**src/rtl/pixel_stream_pkg.sv**
```systemverilog
// pixel_stream_pkg: shared FSM states, byte-phase encoding and counter width for pixel_stream_tx
package pixel_stream_pkg;
  localparam int CW = 12;
  typedef enum logic [1:0] {EMPTY, SEND_R, SEND_G, SEND_B} state_t;
  typedef enum logic [1:0] {PH_B, PH_G, PH_R} phase_t;
  function automatic logic [7:0] sel_byte(input logic [23:0] pix, input phase_t ph);
    return ph == PH_R ? pix[23:16] : ph == PH_G ? pix[15:8] : pix[7:0];
  endfunction
endpackage

```
**src/rtl/pixel_pos_counter.sv**
```systemverilog
// pixel_pos_counter: x/y raster position, end-of-line flag and one-cycle end-of-frame pulse
module pixel_pos_counter
  import pixel_stream_pkg::*;
#(
  parameter int IMG_W = 640,
  parameter int IMG_H = 480
) (
  input  logic clk,
  input  logic rst_n,
  input  logic i_adv,
  output logic o_first,
  output logic o_last,
  output logic o_done
);
  localparam logic [CW-1:0] XMAX = CW'(IMG_W - 1);
  localparam logic [CW-1:0] YMAX = CW'(IMG_H - 1);
  logic [CW-1:0] r_x, r_y;
  logic r_done;
  assign o_first = r_x == '0 && r_y == '0;
  assign o_last = r_x == XMAX;
  assign o_done = r_done;
  always_ff @(posedge clk or negedge rst_n) begin
    if (!rst_n) begin
      r_x <= '0;
      r_y <= '0;
      r_done <= 1'b0;
    end else begin
      r_done <= i_adv && o_last && r_y == YMAX;
      if (i_adv) begin
        r_x <= o_last ? '0 : r_x + 1'b1;
        if (o_last) r_y <= r_y == YMAX ? '0 : r_y + 1'b1;
      end
    end
  end
endmodule

```
**src/rtl/pixel_stream_tx.sv**
```systemverilog
// pixel_stream_tx: serializes 24-bit RGB pixels into an R,G,B byte AXI-Stream with tlast per line.
// Define PIXEL_TX_SOF_EN to add m_axis_tuser marking the first byte of each frame.
module pixel_stream_tx
  import pixel_stream_pkg::*;
#(
  parameter int IMG_W = 640,
  parameter int IMG_H = 480
) (
  input  logic        clk,
  input  logic        rst_n,
  input  logic        pix_valid_i,
  output logic        pix_ready_o,
  input  logic [23:0] pix_data_i,
  output logic        m_axis_tvalid,
  input  logic        m_axis_tready,
  output logic [7:0]  m_axis_tdata,
  output logic        m_axis_tlast,
`ifdef PIXEL_TX_SOF_EN
  output logic        m_axis_tuser,
`endif
  output logic        frame_done_o
);
  state_t r_state;
  logic [23:0] r_pix;
  logic r_run;
  logic w_acc, w_hs, w_first, w_last;
  assign m_axis_tvalid = r_state != EMPTY;
  assign w_hs = m_axis_tvalid && m_axis_tready;
  // r_run holds ready low until the first edge after reset release
  assign pix_ready_o = r_run && (r_state == EMPTY || (r_state == SEND_B && m_axis_tready));
  assign w_acc = pix_valid_i && pix_ready_o;
  assign m_axis_tdata = r_state == EMPTY ? '0 :
    sel_byte(r_pix, r_state == SEND_R ? PH_R : r_state == SEND_G ? PH_G : PH_B);
  assign m_axis_tlast = r_state == SEND_B && w_last;
`ifdef PIXEL_TX_SOF_EN
  assign m_axis_tuser = r_state == SEND_R && w_first;
`else
  logic w_unused_first;
  assign w_unused_first = w_first;
`endif
  always_ff @(posedge clk or negedge rst_n) begin
    if (!rst_n) begin
      r_state <= EMPTY;
      r_pix <= '0;
      r_run <= 1'b0;
    end else begin
      r_run <= 1'b1;
      if (w_acc) r_pix <= pix_data_i;
      r_state <= w_acc ? SEND_R : !w_hs ? r_state :
        r_state == SEND_B ? EMPTY : state_t'(r_state + 2'd1);
    end
  end
  pixel_pos_counter #(.IMG_W(IMG_W), .IMG_H(IMG_H)) u_pos (
    .clk     (clk),
    .rst_n   (rst_n),
    .i_adv   (w_hs && r_state == SEND_B),
    .o_first (w_first),
    .o_last  (w_last),
    .o_done  (frame_done_o)
  );
endmodule

```
**config.mk**
```make
export PLATFORM = sky130hd
export DESIGN_NAME = pixel_stream_tx
export DESIGN_NICKNAME = d
export VERILOG_FILES = /design/src/rtl/pixel_stream_pkg.sv /design/src/rtl/pixel_pos_counter.sv /design/src/rtl/pixel_stream_tx.sv
export SDC_FILE = /design/constraint.sdc
export NUM_CORES = 1
export LEC_CHECK = 0
export BUFFER_PORTS_ARGS = -buffer_cell sky130_fd_sc_hd__clkbuf_2
export CAP_MARGIN = 30
export CORE_ASPECT_RATIO = 2
export CORE_MARGIN = 3
export CORE_UTILIZATION = 35
export DETAILED_ROUTE_END_ITERATION = 10
export GPL_ROUTABILITY_DRIVEN = 0
export PLACE_DENSITY = 0.58
export SYNTH_ARGS = -nofsm -noshare
export SYNTH_HDL_FRONTEND = slang
export SYNTH_SLANG_ARGS = --single-unit
```
**constraint.sdc**
```tcl
create_clock -name clk -period 1.72 [get_ports clk]
set_input_delay 0.344 -clock clk [delete_from_list [all_inputs] [get_ports clk]]
set_output_delay 0.344 -clock clk [all_outputs]
set_load 0.02 [all_outputs]
```
==> out/metrics.csv, run 1 <==
metric;value;unit
avgSynthCellArea;10.77;um2
timing.rr.start;r_state[0];
antenna_cells;0;
wl_met2;3750;um
setup_viol;47;
cap_violations;0;
post-dp-hpwl;4178;um
ys_types;34;
p_sw;2.015;mW
drc;0;
finalCriticalPeriod;2.022;ns
outcome;complete, but fails checks;
cts_sinks;52;
max_freq;494.6;MHz
ys_async_sr_fraction;100.0;%
switching_share;34.05;%
antenna_found_initial;0;
synth_flop_cell;dfrtp_1;
highest_layer;met4;
skew;0.007373;ns
synth_edf_count;0;
ios;40;
clock_latency;0.29;ns
wl;6299;um
rsz0062_at_grt;true;
grt-ovfl-total;0;
ys_warn_count;0;
grt_pass1_wl;10160;um
p_leak;1.791;nW
ff2ff_setup_slack;-0.18;ns
p_per_area;1557;mW/mm2
grt_usage;15.64;%
cts_tree;yes;
wl_met1;2228;um
r2r_end;u_pos.r_y[7];
dpl_worst_slack;-0.1323;ns
critPathArrivalTime;1.68;ns
area.growth.synth_to_final;45.68;%
violations;negative setup slack;
fin_hold_ws;0.03271;ns
first_pass_iters;4;
die_height;128.1;um
grt_pass1_vias;2184;
final_antenna_net_count;0;
rows;43;
ys_ff_latch;52;
first_iter_violations;64;
finalCritPeriodShare;117.6;%
cts_buffers;5;
met3_length;169;um
nFillCells;653;
dieArea;0.008584;mm2
worstPathMaxFanout;6;
die_w;67.03;um
cp-start-kind;register;
cts_root_buf;clkbuf_16;
criticalPathCategory;reg2out;
synthCells;242;
cts_hold_buf;0;
hold_viol;0;
cts_max_level;2;
wire_per_inst;15.48;um
grt_max_degree;53;
pwr-share-comb;48.3;%
endpoint_kind;output pin;
clk_pin_slew;0.07;ns
core-area;0.007102;mm2
clockPowerShare;20.1;%
clock_path_buffers;2;
hp-class;in2async;
cp-startpoint;r_state[0];
cp_data_required_time;1.38;ns
p_int;3.902;mW
drv_slew;0;
layout.nets;350;
seqPwrFrac;31.6;%
io_buffers;39;
synth_nets;276;
vias;2032;
initial_core_util;36.72;%
layout_setup_ws;-0.3020;ns
seq_area_frac_synth;49.90;%
viasPerCell;4.993;
crit_end;m_axis_tdata[3];
layout-drive-gt1-share;50.16;%
worstRegToRegCells;7;
peakVddDrop;1022;uV
synth_area;0.002608;mm2
cells in the final DEF, fill, tap and decap left out, drive strengths merged:
| cell | n |
|---|---|
| clkinv | 1 |
| nor4 | 4 |
| o21bai | 1 |
| nand4bb | 2 |
| ha | 6 |
| a21o | 1 |
| nand2b | 2 |
| clkbuf | 38 |
| inv | 13 |
| nand4 | 4 |
| nor2 | 24 |
| nand3 | 11 |
| nand3b | 1 |
| or4 | 2 |
| o21ai | 5 |
| and4 | 1 |
| o22ai | 3 |
| nand2 | 19 |
| conb | 1 |
| mux2 | 26 |
| and2 | 3 |
| xnor2 | 12 |
| nor3 | 6 |
| mux2i | 9 |
| bufinv | 1 |
| or3 | 2 |
| and3 | 6 |
| nand4b | 2 |
| a21oi | 16 |
| dfrtp | 52 |
| buf | 43 |
per-stage QoR:
step                      instance area (um2)  power [mW]  utilization, %  setup TNS, ns  instances
after floorplan                          2659       3.158               -         -1.253        242
final                                    3799       5.916           53.49         -6.643        407
after global placement                   3144       3.811           44.27         -1.551        388
after detailed placement                 3144       3.858           44.27         -2.673        388
after CTS                                3553       5.484           50.04         -6.467        401
after global routing                     3799       6.274           53.49         -10.49        407
power by group through the flow:
stage | Clock, mW | Sequential (mW) | Combinational, mW
finish | 1.19 | 1.87 | 2.86
global route | 1.27 | 1.92 | 3.08
floorplan | 0 | 1.77 | 1.39
global placement | 0 | 1.81 | 2.00
CTS | 1.22 | 1.83 | 2.44
detailed placement | 0 | 1.83 | 2.03
flip-flops by register name (all words and copies together), names as in the netlist:
| register | count |
|---|---|
| r_pix | 24 |
| r_run | 1 |
| r_state | 2 |
| u_pos.o_done | 1 |
| u_pos.r_x | 12 |
| u_pos.r_y | 12 |
what timing repair did:
action / CTS / global route
buffers inserted: 2 / 7
setup endpoints to repair: 49 / 56
cloned: 3 / 0
hold endpoints to repair: 0 / 0
resized for setup: 28 / 68
pin swaps: 2 / 15
layout make-up:
cell class	instances	area, um2	share of cell area [%]
flip-flops and latches	52	1303	34.29
well taps	90	112.6	2.964
clock buffers	6	138.9	3.656
multi-input cells	169	1503	39.56
repair buffers	75	654.4	17.23
clock inverters	2	38.79	1.021
inverters	13	48.80	1.285
worst min path at each step:
stage,from,to,slack (ns),cells past startpoint
6_report,rst_n,u_pos.r_x[0],0.03,2
5_1_grt,rst_n,u_pos.r_y[9],0.06,2
4_1_cts,rst_n,u_pos.r_x[0],0.06,2
3_5_place_dp,rst_n,u_pos.r_y[6],0.37,2
3_3_place_gp,rst_n,u_pos.r_y[6],0.37,2
2_1_floorplan,rst_n,r_pix[0],0.05,0
metal layers:
metal	GRT usage (%)	vias to the layer above
met4	6.459	0
li1	-	984
met2	30.28	37
met3	2.807	10
met1	15.32	1001
met5	0	-
kinds of logic after synthesis:
family | count (synthesis) | synth area share (%)
AOI/OAI and AO/OA | 26 | 5.327
xor gates and xnor gates | 12 | 4.031
adders and majority gates | 6 | 2.879
buffers and inverters | 21 | 3.167
DFF | 52 | 49.90
muxes | 35 | 14.68
other | 1 | 0.1438
and+or+nand+nor | 89 | 19.87
critical path: stages (launching register included):
cell and delay, ns:
dfrtp_1 0.40, inv_2 0.09, ha_4 0.15, buf_8 0.13, mux2i_2 0.20, nor2_1 0.06, a21oi_1 0.16, nor2_2 0.05
clkbuf_8 0.15
cells in the mapped netlist (all sizes together), types with 3 or more instances:
| cell type | count | area, um2 |
|---|---|---|
| a21oi | 16 | 80.08 |
| and2 | 3 | 18.77 |
| and3 | 6 | 37.54 |
| buf | 3 | 15.01 |
| clkbuf | 5 | 18.77 |
| dfrtp | 52 | 1301 |
| ha | 6 | 75.07 |
| inv | 13 | 48.80 |
| mux2 | 26 | 292.8 |
| mux2i | 9 | 90.09 |
| nand2 | 19 | 71.32 |
| nand3 | 11 | 67.57 |
| nand4 | 4 | 25.02 |
| nor2 | 24 | 90.09 |
| nor3 | 6 | 35.03 |
| nor4 | 4 | 40.04 |
| o21ai | 5 | 25.02 |
| o22ai | 3 | 18.77 |
| xnor2 | 12 | 105.1 |
(Power assumes the default switching activity.)
==> inputs of run 2 (changes only) <==
--- a/config.mk
+++ b/config.mk
@@ -5,14 +5,14 @@
 export SDC_FILE = /design/constraint.sdc
 export NUM_CORES = 1
 export LEC_CHECK = 0
+export ABC_AREA = 1
 export BUFFER_PORTS_ARGS = -buffer_cell sky130_fd_sc_hd__clkbuf_2
 export CAP_MARGIN = 30
 export CORE_ASPECT_RATIO = 2
-export CORE_MARGIN = 3
 export CORE_UTILIZATION = 35
 export DETAILED_ROUTE_END_ITERATION = 10
 export GPL_ROUTABILITY_DRIVEN = 0
-export PLACE_DENSITY = 0.58
+export PLACE_DENSITY = 0.57
 export SYNTH_ARGS = -nofsm -noshare
 export SYNTH_HDL_FRONTEND = slang
 export SYNTH_SLANG_ARGS = --single-unit
==> run 2 against run 1 <==
The run still ends with negative setup slack left. Worst setup slack improved by 0.096 ns. Via count rose by 38%. Synthesized area rose by 14%. Largest power group unchanged. Fmax rose by 5.0%. Combinational power rose by 21%. Largest cell class unchanged. Critical endpoint is now m_axis_tdata[1]. Highest routed layer unchanged. Sequential power fell by 3%.
==> out/metrics.csv, run 2 <==
metric;value;unit;change
ys_async_sr_fraction;100.0;%;unchanged
worstRegToRegCells;9;;+2
clock_latency;0.30;ns;about the same
seq_area_frac_synth;43.92;%;-6.0 points
hold_viol;0;;unchanged
final_common_cell;nand2_1;;
grt_max_degree;53;;unchanged
synth_area;0.002963;mm2;+14%
ys_ff_latch;52;;unchanged
max_freq;519.2;MHz;+5.0%
grt_use_met2;31.06;%;+0.78 points
outcome;complete, but fails checks;;
avgSynthCellArea;7.558;um2;-30%
timing.rr.start;r_state[1];;
wl;8079;um;+28%
largest-register;r_pix;;
layout-drive-gt1-share;36.54;%;-14 points
post_dp_cell_area;0.003366;mm2;+7.0%
cts_tree;yes;;
synthTopCellsByCount;nand2_1, dfrtp_1, inv_1;;
cts_root_buf;clkbuf_16;;
endpoint_kind;output pin;;
synthCells;392;;+62%
cts_sinks;52;;unchanged
layout_setup_ws;-0.2059;ns;+0.09607 ns
finalCritPeriodShare;112.0;%;-5.6 points
ff2ff_setup_slack;0.02;ns;+0.20 ns
peakVddDrop;754.5;uV;-26%
die_w;67.06;um;about the same
r2r_end;r_pix[2];;
ios;40;;unchanged
synth_flop_cell;dfrtp_1;;
synth_most_common_cell;nand2_1;;
first_iter_violations;221;;+250%
violations;negative setup slack;;
design_area;0.004213;mm2;+11%
synth_nets;426;;+54%
synth_top_area_share;43.92;%;-6.0 points
critPathArrivalTime;1.58;ns;-0.10 ns
post-dp-hpwl;5026;um;+20%
cp-start-kind;register;;
grt_usage;17.83;%;+2.2 points
grt_pass1_vias;2691;;+23%
first_pass_iters;5;;+1
worstPathMaxFanout;8;;+2
cts_buffers;5;;unchanged
core-area;0.008233;mm2;+16%
grt-ovfl-total;0;;unchanged
io_buffers;39;;unchanged
largest_register_ff_count;24;;unchanged
initial_core_util;35.99;%;-0.73 points
p_per_area;1485;mW/mm2;-4.7%
area.growth.synth_to_final;42.19;%;
clock_path_buffers;2;;unchanged
antenna_found_initial;0;;unchanged
viasPerCell;4.958;;-0.70%
synth_edf_count;0;;unchanged
cp_data_required_time;1.38;ns;about the same
grt-busiest-layer;met2;;
clk_pin_slew;0.07;ns;about the same
wire_per_inst;14.27;um;-7.8%
cts_max_level;2;;unchanged
layout.nets;502;;+43%
dieArea;0.008860;mm2;+3.2%
final_antenna_net_count;0;;unchanged
criticalPathCategory;reg2out;;
cap_violations;0;;unchanged
setup_viol;10;;-79%
ys_types;29;;-15%
drv_slew;0;;unchanged
cp-startpoint;r_state[1];;
hp-class;in2async;;
top_regs;r_pix x24, u_pos.r_x x12, u_pos.r_y x12;;
layout_common_cells;nand2_1, dfrtp_1, inv_1;;
antenna_cells;0;;unchanged
rows;47;;+9.3%
utilization;51.17;%;-2.3 points
drc;0;;unchanged
dpl_worst_slack;-0.004685;ns;+0.1276 ns
ys_warn_count;0;;unchanged
rsz0062_at_grt;true;;
skew;0.005015;ns;-0.002359 ns
met3_usage;2.768;%;-0.039 points
finalCriticalPeriod;1.926;ns;-0.09607 ns
yosysTopAreaCell;dfrtp_1;;
grt_pass1_wl;12160;um;+20%
synth_area_leaders;dfrtp_1, nand2_1, inv_1;;
p_leak;2.061;nW;+15%
grt_use_met1;20.72;%;+5.4 points
die_height;132.1;um;+3.2%
vias;2806;;+38%
==> run 2: per-stage QoR <==
step                 TNS (ns)  hold slack, ns  power [mW]  std cells
CTS                    -1.365         0.04600       5.661        551
detailed placement  -0.006648          0.3659       3.863        536
global route           -2.634         0.05744       6.636        566
finish                 -1.621         0.02781       6.256        566
global placement            0          0.3682       3.823        536
floorplan                   0         0.04841       3.210        392
==> run 2: final cells by class <==
type                    count  area (um2)
well taps                  98       122.6
clock inverters             2       12.51
fillers                   789        4020
repair buffers             77       732.0
multi-input cells         279        1718
flip-flops and latches     52        1301
clock buffers               5       125.1
inverters                  53       201.4
==> run 2: worst max path at each step <==
stage               cells after the start         endpoint
detailed placement                      6  m_axis_tdata[2]
CTS                                     7  m_axis_tdata[2]
global placement                        7  m_axis_tdata[1]
global route                            8  m_axis_tdata[1]
floorplan                               9         r_pix[0]
finish                                  7  m_axis_tdata[1]
==> run 2: worst max-delay path, stage by stage (launching register included) <==
cell and delay, ns:
dfrtp_1 0.44, inv_2 0.10, ha_4 0.19, buf_8 0.15, a21oi_2 0.09, o21ai_1 0.07
inv_1 0.08, clkbuf_8 0.14
==> run 2: power by group <==
part | total (mW) | switching (mW) | internal, mW
logic | 3.47 | 1.83 | 1.63
clock network | 0.980 | 0.450 | 0.529
registers | 1.81 | 0.234 | 1.58
total | 6.26 | 2.52 | 3.74
==> run 2: repair_timing <==
item / in CTS / in global routing
gates resized for setup: 70 / 65
cloned: 0 / 6
setup buffers: 9 / 9
endpoints found under the setup margin: 10 / 47
pin swaps: 6 / 23
hold buffers: 0 / 0
==> run 2: cell families after synthesis <==
group                      share of synthesized area, %
DFF                                               43.92
adders and majority gates                         2.534
other                                            0.1266
and+or+nand+nor                                   31.12
buffers and inverters                             9.248
AOI/OAI and AO/OA                                 11.27
xor gates and xnor gates                          1.774
==> run 2: metal layers <==
layer	part of all wire, %	up-vias
met5	0	-
met4	3.6	0
li1	-	1384
met3	2.7	26
met2	55	54
met1	39	1342
